### config.mk
export PLATFORM = sky130hd
export DESIGN_NAME = memory_turn_ctrl_flat
export DESIGN_NICKNAME = d
export VERILOG_FILES = /design/src/rtl/memory_turn_ctrl_if.sv /design/src/rtl/memory_turn_ctrl.sv /design/src/flat_wrapper.sv
export SDC_FILE = /design/constraint.sdc
export NUM_CORES = 1
export LEC_CHECK = 0
export CAP_MARGIN = 15
export CORE_MARGIN = 3
export CORE_UTILIZATION = 51
export DETAILED_ROUTE_END_ITERATION = 10
export HOLD_SLACK_MARGIN = 0.1
export PLACE_DENSITY = 0.87
export SLEW_MARGIN = 0
export SYNTH_ARGS = -nofsm -noshare
export SYNTH_HDL_FRONTEND = slang
export SYNTH_SLANG_ARGS = --single-unit
### constraint.sdc
create_clock -name clk -period 3.57 [get_ports clk]
set_input_delay 0.5355 -clock clk [delete_from_list [all_inputs] [get_ports clk]]
set_output_delay 0.5355 -clock clk [all_outputs]
set_load 0.02 [all_outputs]
### src/rtl/memory_turn_ctrl_if.sv
// Pick/select bus between the cursor logic, the turn controller and the
// card-pair bank. The controller takes the master side: it receives confirm
// pulses and issues select/unselect strobes. The slave side is the
// input/cursor logic and card bank, or a testbench.
interface memory_turn_ctrl_if #(
  parameter int POS_W = 4
) ();
  logic             confirm;
  logic [POS_W-1:0] cursor_pos;
  logic             new_game;
  logic [POS_W-1:0] select_pos;
  logic             select_valid;
  logic             unselect_all;

  modport master (
    input  confirm, cursor_pos, new_game,
    output select_pos, select_valid, unselect_all
  );

  modport slave (
    output confirm, cursor_pos, new_game,
    input  select_pos, select_valid, unselect_all
  );
endinterface

### src/rtl/memory_turn_ctrl.sv
// Turn controller for the memory-card game. It accepts two picks, compares
// their pair ids, and then either records the match or shows the mismatch for
// SHOW_CYCLES cycles before hiding it. It also tracks matched cards, the move
// count and the win condition.
// Optional feature: define MEM_MOVE_LIMIT_EN to end the game in LOST once
// MAX_MOVES second picks have been made.
module memory_turn_ctrl #(
  parameter int NUM_CARDS   = 16,
  parameter int POS_W       = 4,
  parameter int PAIR_W      = 3,
  parameter int SHOW_CYCLES = 50_000_000,
  parameter int MAX_MOVES   = 32
) (
  input  logic                        clk,
  input  logic                        reset,
  memory_turn_ctrl_if.master          bus,
  input  logic [NUM_CARDS*PAIR_W-1:0] pair_table,
  output logic [NUM_CARDS-1:0]        matched_mask,
  output logic [POS_W-1:0]            pairs_found,
  output logic [7:0]                  moves,
  output logic                        busy,
  output logic                        game_won,
  output logic                        game_lost
);

  localparam int CNT_W = (SHOW_CYCLES > 1) ? $clog2(SHOW_CYCLES) : 1;

  typedef enum logic [2:0] {
    ST_FIRST, ST_SECOND, ST_COMPARE, ST_SHOW, ST_CLEAR, ST_WON, ST_LOST
  } state_t;

  state_t               r_state, w_state_nxt;
  logic [POS_W-1:0]     r_pos_a, w_pos_a_nxt;
  logic [POS_W-1:0]     r_pos_b, w_pos_b_nxt;
  logic [POS_W-1:0]     r_select_pos, w_select_pos_nxt;
  logic                 r_select_valid, w_select_valid_nxt;
  logic                 r_unselect_all, w_unselect_all_nxt;
  logic [NUM_CARDS-1:0] r_matched_mask, w_matched_mask_nxt;
  logic [POS_W-1:0]     r_pairs_found, w_pairs_found_nxt;
  logic [7:0]           r_moves, w_moves_nxt;
  logic [CNT_W-1:0]     r_cnt, w_cnt_nxt;

  logic                 w_pos_matched;
  logic                 w_pick_ok;
  logic                 w_limit_hit;
  logic [PAIR_W-1:0]    w_pair_a;
  logic [PAIR_W-1:0]    w_pair_b;

  // Pick qualification: the cursor must be on the board and its card not yet matched.
  always_comb begin
    w_pos_matched = 1'b0;
    // Loop compare instead of a direct index, so a cursor beyond NUM_CARDS
    // never indexes past the end of the mask.
    for (int i = 0; i < NUM_CARDS; i++) begin
      if (32'(bus.cursor_pos) == i) w_pos_matched = r_matched_mask[i];
    end
    w_pick_ok = bus.confirm && (32'(bus.cursor_pos) < NUM_CARDS) && !w_pos_matched;
  end

  assign w_pair_a = pair_table[32'(r_pos_a)*PAIR_W +: PAIR_W];
  assign w_pair_b = pair_table[32'(r_pos_b)*PAIR_W +: PAIR_W];

`ifdef MEM_MOVE_LIMIT_EN
  // moves is frozen from the second pick until the turn resolves, so the limit
  // can be evaluated directly in COMPARE and CLEAR.
  assign w_limit_hit = (32'(r_moves) >= MAX_MOVES);
  assign game_lost   = (r_state == ST_LOST);
`else
  assign w_limit_hit = 1'b0;
  assign game_lost   = 1'b0;
`endif

  // Next-state and next-datapath logic for the turn sequence. new_game overrides everything.
  always_comb begin
    // NOTE: every signal gets a default before the case, so no path leaves
    // one unassigned and no latch is inferred.
    w_state_nxt        = r_state;
    w_pos_a_nxt        = r_pos_a;
    w_pos_b_nxt        = r_pos_b;
    w_select_pos_nxt   = r_select_pos;
    w_select_valid_nxt = 1'b0;
    w_unselect_all_nxt = 1'b0;
    w_matched_mask_nxt = r_matched_mask;
    w_pairs_found_nxt  = r_pairs_found;
    w_moves_nxt        = r_moves;
    w_cnt_nxt          = r_cnt;

    if (bus.new_game) begin
      w_state_nxt        = ST_FIRST;
      w_matched_mask_nxt = '0;
      w_pairs_found_nxt  = '0;
      w_moves_nxt        = '0;
      w_cnt_nxt          = '0;
      w_unselect_all_nxt = 1'b1;
    end else begin
      unique case (r_state)
        ST_FIRST: begin
          if (w_pick_ok) begin
            w_pos_a_nxt        = bus.cursor_pos;
            w_select_pos_nxt   = bus.cursor_pos;
            w_select_valid_nxt = 1'b1;
            w_state_nxt        = ST_SECOND;
          end
        end
        ST_SECOND: begin
          if (w_pick_ok && (bus.cursor_pos != r_pos_a)) begin
            w_pos_b_nxt        = bus.cursor_pos;
            w_select_pos_nxt   = bus.cursor_pos;
            w_select_valid_nxt = 1'b1;
            w_moves_nxt        = (r_moves == 8'hFF) ? r_moves : r_moves + 8'd1;
            w_state_nxt        = ST_COMPARE;
          end
        end
        ST_COMPARE: begin
          if (w_pair_a == w_pair_b) begin
            w_matched_mask_nxt[r_pos_a] = 1'b1;
            w_matched_mask_nxt[r_pos_b] = 1'b1;
            w_pairs_found_nxt           = r_pairs_found + 1'b1;
            if (w_pairs_found_nxt == POS_W'(NUM_CARDS / 2)) w_state_nxt = ST_WON;
            else if (w_limit_hit)                           w_state_nxt = ST_LOST;
            else                                            w_state_nxt = ST_FIRST;
          end else begin
            w_cnt_nxt   = CNT_W'(SHOW_CYCLES - 1);
            w_state_nxt = ST_SHOW;
          end
        end
        ST_SHOW: begin
          if (r_cnt == '0) begin
            w_state_nxt        = ST_CLEAR;
            w_unselect_all_nxt = 1'b1;
          end else begin
            w_cnt_nxt = r_cnt - 1'b1;
          end
        end
        ST_CLEAR: w_state_nxt = w_limit_hit ? ST_LOST : ST_FIRST;
        ST_WON:   w_state_nxt = ST_WON;
        ST_LOST:  w_state_nxt = ST_LOST;
        default:  w_state_nxt = ST_FIRST;
      endcase
    end
  end

  // State and datapath registers; reset clears everything, including the strobes.
  always_ff @(posedge clk) begin
    // NOTE: sequential state uses non-blocking assignments, so every register
    // samples pre-edge values regardless of statement order.
    if (reset) begin
      r_state        <= ST_FIRST;
      r_pos_a        <= '0;
      r_pos_b        <= '0;
      r_select_pos   <= '0;
      r_select_valid <= 1'b0;
      r_unselect_all <= 1'b0;
      r_matched_mask <= '0;
      r_pairs_found  <= '0;
      r_moves        <= '0;
      r_cnt          <= '0;
    end else begin
      r_state        <= w_state_nxt;
      r_pos_a        <= w_pos_a_nxt;
      r_pos_b        <= w_pos_b_nxt;
      r_select_pos   <= w_select_pos_nxt;
      r_select_valid <= w_select_valid_nxt;
      r_unselect_all <= w_unselect_all_nxt;
      r_matched_mask <= w_matched_mask_nxt;
      r_pairs_found  <= w_pairs_found_nxt;
      r_moves        <= w_moves_nxt;
      r_cnt          <= w_cnt_nxt;
    end
  end

  assign bus.select_pos   = r_select_pos;
  assign bus.select_valid = r_select_valid;
  assign bus.unselect_all = r_unselect_all;
  assign matched_mask     = r_matched_mask;
  assign pairs_found      = r_pairs_found;
  assign moves            = r_moves;
  assign busy             = (r_state == ST_COMPARE) || (r_state == ST_SHOW) || (r_state == ST_CLEAR);
  assign game_won         = (r_state == ST_WON);

endmodule

### src/flat_wrapper.sv
// flat-port wrapper written by rule: the top's interface ports become plain ports
module memory_turn_ctrl_flat 
#(
  parameter int NUM_CARDS   = 16,
  parameter int POS_W       = 4,
  parameter int PAIR_W      = 3,
  parameter int SHOW_CYCLES = 50_000_000,
  parameter int MAX_MOVES   = 32
)
  (clk, reset, pair_table, matched_mask, pairs_found, moves, busy, game_won, game_lost, bus_confirm, bus_cursor_pos, bus_new_game, bus_select_pos, bus_select_valid, bus_unselect_all);
  memory_turn_ctrl_if #(.POS_W(POS_W)) bus_i ();
  input  logic clk;
  input  logic reset;
  input  logic [NUM_CARDS*PAIR_W-1:0] pair_table;
  output logic [NUM_CARDS-1:0] matched_mask;
  output logic [POS_W-1:0] pairs_found;
  output logic [7:0] moves;
  output logic busy;
  output logic game_won;
  output logic game_lost;
  input wire logic [$bits(bus_i.confirm)-1:0] bus_confirm;
  input wire logic [$bits(bus_i.cursor_pos)-1:0] bus_cursor_pos;
  input wire logic [$bits(bus_i.new_game)-1:0] bus_new_game;
  output wire logic [$bits(bus_i.select_pos)-1:0] bus_select_pos;
  output wire logic [$bits(bus_i.select_valid)-1:0] bus_select_valid;
  output wire logic [$bits(bus_i.unselect_all)-1:0] bus_unselect_all;
  assign bus_i.confirm = bus_confirm;
  assign bus_i.cursor_pos = bus_cursor_pos;
  assign bus_i.new_game = bus_new_game;
  assign bus_select_pos = bus_i.select_pos;
  assign bus_select_valid = bus_i.select_valid;
  assign bus_unselect_all = bus_i.unselect_all;
  memory_turn_ctrl #(.NUM_CARDS(NUM_CARDS), .POS_W(POS_W), .PAIR_W(PAIR_W), .SHOW_CYCLES(SHOW_CYCLES), .MAX_MOVES(MAX_MOVES)) u_core (.clk(clk), .reset(reset), .bus(bus_i), .pair_table(pair_table), .matched_mask(matched_mask), .pairs_found(pairs_found), .moves(moves), .busy(busy), .game_won(game_won), .game_lost(game_lost));
endmodule
* Word-level counts from Yosys, hierarchy flattened
Index checks and enable logic that the tools add are counted.
** Operators by class
- Bitwise gates (word level) :: 4
- Muxes and demuxes :: 38
- Equality and inequality tests :: 30
- Magnitude comparators :: 4
- $add $sub $neg :: 3
- Multiply operators :: 2
- Reductions and logical operators :: 20
- Shift operators :: 2
** Operator list (count)
- $shiftx 48x7->3 :: 2
- $mux 26 :: 2
- $pmux 26 s2 :: 1
- $eq 4x4->1 const B :: 9
- $or 16x16->16 :: 2
- $logic_not 26->1 :: 1
- $sub 26x1->26 const B :: 1
- $mux 1 :: 23
- $pmux 3 s6 :: 1
- $eq 4x3->1 const B :: 4
- $mux 3 :: 5
- $reduce_and 3->1 :: 5
- $mul 4x2->6 const B :: 2
- $lt 4x5->1 const B :: 2
- $eq 3x3->1 const B :: 3
- $add 8x1->8 const B :: 1
- $demux 1 s4 :: 2
- $eq 4x2->1 const B :: 2
- $eq 8x8->1 const B :: 1
- $ge 4x1->1 const B :: 2
- $mux 4 :: 2
- $pmux 4 s2 :: 1
- $eq 3x2->1 const B :: 2
- $ne 2x1->1 const B :: 3
- 17 further kinds :: 24
** Word-level totals
- Register bits after elaboration :: 71
- Logic and storage cells :: 113
- Bits of input ports :: 56
- Output and inout port bits :: 37

* Longest topological paths before layout
- Depth in word-level cells :: 22
- Gate-level depth with buffers :: 12
- Depth with buffers taken out :: 10

* Worst setup path after synthesis
OpenSTA, ideal clock, no wires.
- Path kind :: in2reg
- Start :: input bus_cursor_pos[0]
- End :: register u_core.r_moves[4], in the netlist u_core.moves[4]
- Library setup time :: 0.071 ns
- Arrival :: 2.951 ns
- Cell stages on the path :: 8
- Path slack :: 0.548 ns
- Cells stage by stage :: buf_2 mux4_2 mux4_2 or3_1 nor2_1 nand2_1 or3_1 a21oi_1
** On the way
- Cells in the longest elaborated chain, start to end :: 21
- Elaborated cells on any way between the ends :: 37
- Those cells by class :: eq/ne (16); mux (16); reduce/logical (5)
** Ends and longest elaborated chain
- from (decl) :: line flat_wrapper.sv:22 : input wire logic [$bits(bus_i.cursor_pos)-1:0] bus_cursor_pos;
- $logic_not 4->1 :: line memory_turn_ctrl.sv:55 : if (32'(bus.cursor_pos) == i) w_pos_matched = r_matched_mask[i];
- $mux 1 (16 in a row) :: line memory_turn_ctrl.sv:55
- $logic_not 1->1 :: line memory_turn_ctrl.sv:57 : w_pick_ok = bus.confirm && (32'(bus.cursor_pos) < NUM_CARDS) && !w_pos_matched;
- $logic_and 1x1->1 :: line memory_turn_ctrl.sv:57
- $logic_and 1x1->1 (*) :: line memory_turn_ctrl.sv:106 : if (w_pick_ok && (bus.cursor_pos != r_pos_a)) begin
- $reduce_and 3->1 (no source line) (*)
- to (signal assigned) :: line memory_turn_ctrl.sv:167 : r_moves <= w_moves_nxt;
- to (decl) :: line memory_turn_ctrl.sv:40 : logic [7:0] r_moves, w_moves_nxt;
Mark *: on every way between the ends. The rest lies on a longest branch, timed or not.
A chain may end at the register's enable or synchronous reset.

* Final worst setup path
- Start :: input bus_cursor_pos[0]
- End :: register u_core.r_moves[7], in the netlist u_core.moves[7]
The elaborated chain is that of the path after synthesis.

==> run summary <==
The final estimated routing congestion in global placement came out at 0.8398. The highest net fanout along the worst path is 8. The synthesized area is 4278 um^2. Entering global routing, the biggest net connects 34 pins.

Dividing the final minimum period by the clock period gives 92.85%. The standby leakage power is 1.916 nW. The critical path starts at bus_cursor_pos[0]. The most common flop cell mapped by yosys is sky130_fd_sc_hd__dfxtp_1. Summed over all nets, the half-perimeter wirelength after detailed placement is 8717 um. The floorplan step defined a die boundary enclosing 9523 um^2.

The relative max-transition margin is 57.70%. The sum of overflow across all layers after global routing is 0. At the end of the flow, the number of nets in the layout was 618.

The number of vias per cell after detailed routing is 6.087. The number of primary I/O pins is 93. The fill cell total of the finished layout is 577. On the critical path the largest part of the delay comes from simple AND/OR/NAND/NOR gates. After layout, the design draws a total of 1.831 mW. Of all flip-flops after synthesis, the portion carrying an async set or reset was 0%. The sequential element share of the synthesized area is 33.23%. The post-route clock skew came out at 0.01253 ns. The clock transition at the registers of the reported paths is 0.08 ns. For this design, the slowest cell found on the critical path is sky130_fd_sc_hd__clkdlybuf4s50_1. The largest single stage delay on the critical path is 0.72 ns. The startpoint identified for the worst register-to-register timing path is u_core.r_pos_b[0]. Walking the worst path, the cells encountered are clkdlybuf4s50_1, mux4_2, mux4_2, or3_1, nor2_1, nand2_1, or3_1, a21oi_1. The number of buffer cells added on primary ports is 91.

The highest clock rate came out at 301.7 MHz. STA puts the critical path data required time at 3.84 ns. The final hold violation count came out at 0.

Once detail routing completed, the nets flagged for antenna violations numbered 0. The setup TNS is 0 ns. The hold buffer count at CTS came out at 0. Global routing used 24.40% of the available tracks. The first global-routing pass estimated 19160 um of wire. Once the clock tree was built, the setup fixing pass inserted 0 buffers. The number of diodes came out at 0. The H-tree depth came out at 3. The flow ran to the end, and the final reports show no timing, DRC or antenna violations.

The core box area is 7928 um^2. The power per unit of standard cell area came out at 328.7 nW/um^2. The later pin in the worst-skew pair is clocked with a latency of 0.35 ns. The number of design-rule violations left by the first detailed-router iteration is 234.

The number of max-cap violations is 0. The critical path depth is 8. The post-route DRC violation count is 0.

The number of global-route vias before repair is 4097. The pre-antenna-repair detailed-routing pass consisted of 5 iterations. The kind of start point of the critical path is a primary input. The cell count after synthesis came out at 469. The number of warnings issued by yosys is 0.

The number of antenna violations at the first check in global routing came to 0. Yosys mapped a number of flops with a built-in enable equal to 0. The starting density of the core is 53.96%. The overall die width came out at 97.59 um. The peak ir drop on the vdd network came out at 169.3 uV. The tree is rooted in a sky130_fd_sc_hd__clkbuf_8.

In this run, post-CTS repair resized a total of 0 instances. In this run the deepest clock path goes through 2 buffers. The height of the die is 97.59 um.

The net count of the mapped netlist is 528. The worst setup path is of the in2reg kind. The count of state elements after synthesis came out at 71. The final wirelength came out at 11480 um. The storage element area came out at 1421 um^2.

The number of failing setup endpoints in the final timing report is 0. The CTS buffer count is 9. Setup repair after global routing left no endpoint under its margin. The initialized floorplan defines 32 standard-cell rows. STA classifies the critical path endpoint as a register.

The TritonCTS sink count is 71. The multi-input combinational cells in the finished layout cover a total of 2693 um^2. The fraction of final layout cells sized beyond drive strength 1 is 14.92%. The count of cell types in the netlist is 51. The per-cell routed wire length is 17.26 um. The cell count of the worst reg-to-reg path is 9. The post-layout minimum cycle time is 3.315 ns.

The critical path buffer and inverter count came out at 1. The signal arrival time at the worst endpoint is 3.58 ns. Relative to the synthesized area, the layout overhead comes to 30.18%.

The number of pins exceeding their max-slew limit in the final report is 0. The most critical setup path has its endpoint at u_core.moves[7]. In this run the critical register-to-register path is captured at u_core.r_cnt[21]. The TritonCTS clock tree is done. The setup slack of the most critical reg-to-reg path came out at 0.36 ns. In this run the worst hold path is classified as reg2reg. The most common library cell in the layout ignoring fill and taps is sky130_fd_sc_hd__clkdlybuf4s50_1. In the layout the commonest cells are sky130_fd_sc_hd__clkdlybuf4s50_1 (91), sky130_fd_sc_hd__dfxtp_1 (71), sky130_fd_sc_hd__nor2_1 (60), sky130_fd_sc_hd__mux4_2 (29). Detailed routing inserted a total of 4048 vias. The average instance in the mapped netlist occupies 9.121 um^2.

At the end of the flow the core is filled with cells to 70.25%. The measured slew at the worst slew-check pin is 0.6332 ns.
==> cell usage after synthesis, types with 2 or more instances <==
| cell type | count | area [um^2] |
|---|---|---|
| sky130_fd_sc_hd__dfxtp_1 | 71 | 1421 |
| sky130_fd_sc_hd__nor2_1 | 60 | 225.2 |
| sky130_fd_sc_hd__mux4_2 | 29 | 653.1 |
| sky130_fd_sc_hd__nand2_1 | 26 | 97.59 |
| sky130_fd_sc_hd__o21ai_0 | 26 | 130.1 |
| sky130_fd_sc_hd__clkbuf_1 | 23 | 86.33 |
| sky130_fd_sc_hd__xnor2_1 | 22 | 192.7 |
| sky130_fd_sc_hd__o21a_1 | 17 | 127.6 |
| sky130_fd_sc_hd__a22oi_1 | 16 | 120.1 |
| sky130_fd_sc_hd__a21oi_1 | 14 | 70.07 |
| sky130_fd_sc_hd__mux2i_1 | 14 | 140.1 |
| sky130_fd_sc_hd__nand3_1 | 14 | 70.07 |
| sky130_fd_sc_hd__nor3_1 | 13 | 65.06 |
| sky130_fd_sc_hd__or3_1 | 11 | 68.82 |
| sky130_fd_sc_hd__inv_1 | 9 | 33.78 |
| sky130_fd_sc_hd__nor2b_1 | 8 | 50.05 |
| sky130_fd_sc_hd__nor4_1 | 8 | 50.05 |
| sky130_fd_sc_hd__xor2_1 | 7 | 61.31 |
| sky130_fd_sc_hd__a32oi_1 | 6 | 52.55 |
| sky130_fd_sc_hd__buf_2 | 6 | 30.03 |
| sky130_fd_sc_hd__nand4_1 | 6 | 37.54 |
| sky130_fd_sc_hd__or3_2 | 6 | 45.04 |
| sky130_fd_sc_hd__a31oi_1 | 5 | 31.28 |
| sky130_fd_sc_hd__buf_1 | 5 | 18.77 |
| sky130_fd_sc_hd__nor3b_1 | 5 | 37.54 |
| sky130_fd_sc_hd__nand4b_1 | 4 | 35.03 |
| sky130_fd_sc_hd__or4_1 | 4 | 30.03 |
| sky130_fd_sc_hd__a211oi_1 | 3 | 22.52 |
| sky130_fd_sc_hd__and2_1 | 3 | 18.77 |
| sky130_fd_sc_hd__ha_1 | 3 | 37.54 |
| sky130_fd_sc_hd__nand2b_1 | 2 | 12.51 |
| sky130_fd_sc_hd__nor4b_1 | 2 | 17.52 |
| sky130_fd_sc_hd__or2_2 | 2 | 12.51 |
| sky130_fd_sc_hd__or4_4 | 2 | 22.52 |
==> worst min-delay path by stage <==
stage,slack (ns),to,start,cells past startpoint
global route,0.53,u_core.r_cnt[11],u_core.r_cnt[11],2
CTS,0.50,u_core.r_cnt[11],u_core.r_cnt[11],2
floorplan,0.46,u_core.r_cnt[11],u_core.r_cnt[11],2
finish,0.50,u_core.r_cnt[11],u_core.r_cnt[11],2
detailed placement,0.48,u_core.r_cnt[11],u_core.r_cnt[11],2
global placement,0.47,u_core.r_cnt[11],u_core.r_cnt[11],2
==> state kept, by name, summed over array words and instances (netlist names) <==
register	cells
u_core.r_state	3
u_core.r_cnt	26
u_core.pairs_found	4
u_core.matched_mask	16
u_core.moves	8
u_core.bus.unselect_all	1
u_core.bus.select_pos	4
u_core.r_pos_a	4
u_core.r_pos_b	4
u_core.bus.select_valid	1
==> per-layer routing <==
| layer | vias to the layer above | GRT usage [%] | routed length, um |
|---|---|---|---|
| li1 | 1913 | - | - |
| met1 | 1921 | 27.13 | 4388 |
| met2 | 190 | 44.60 | 6028 |
| met3 | 24 | 5.456 | 811 |
| met4 | 0 | 10.01 | 250 |
| met5 | - | 0 | 0 |
==> where the power goes <==
| part | internal [mW] | leakage, nW | total (mW) | switching (mW) |
|---|---|---|---|---|
| clock network | 0.388 | 0.105 | 0.695 | 0.307 |
| logic | 0.167 | 1.24 | 0.320 | 0.153 |
| registers | 0.802 | 0.574 | 0.816 | 0.0139 |
| total | 1.36 | 1.92 | 1.83 | 0.474 |
==> worst reg2reg max path, cell delays in order (launching register included) <==
cell and delay (ns):
sky130_fd_sc_hd__dfxtp_1 0.52, sky130_fd_sc_hd__buf_4 0.28, sky130_fd_sc_hd__mux4_2 0.53, sky130_fd_sc_hd__a22oi_1 0.20, sky130_fd_sc_hd__nand2_1 0.08, sky130_fd_sc_hd__xor2_1 0.35, sky130_fd_sc_hd__nor4_2 0.14, sky130_fd_sc_hd__nor4b_2 0.35
sky130_fd_sc_hd__or4b_2 0.62, sky130_fd_sc_hd__nand3_1 0.10
==> cell families after synthesis <==
family | after synthesis | share of synthesized area (%)
and+or+nand+nor | 182 | 22.35
AOI/OAI and AO/OA | 96 | 14.86
DFF | 71 | 33.23
buffers and inverters | 44 | 4.124
muxes | 43 | 18.54
xor gates and xnor gates | 29 | 5.937
adders and majority gates | 3 | 0.8775
other | 1 | 0.08766
==> layout make-up <==
class,instances,area share (%)
timing repair buffer,114,19.46
tap,102,2.292
inverter,9,0.6066
multi-input combinational,354,48.35
clock inverter,6,1.550
sequential,71,25.52
clock buffer,9,2.224
==> through the flow <==
stage                     setup WS [ns]  instances  cell area (um^2)  hold slack (ns)
after floorplan                  0.5481        469              4278           0.4574
after global placement          0.06706        650              5353           0.4687
after global routing            0.08099        665              5569           0.5253
after CTS                        0.2320        665              5563           0.4958
final                            0.2551        665              5569           0.4956
after detailed placement       -0.06547        650              5353           0.4825
Power figures use the tool's default switching activity.
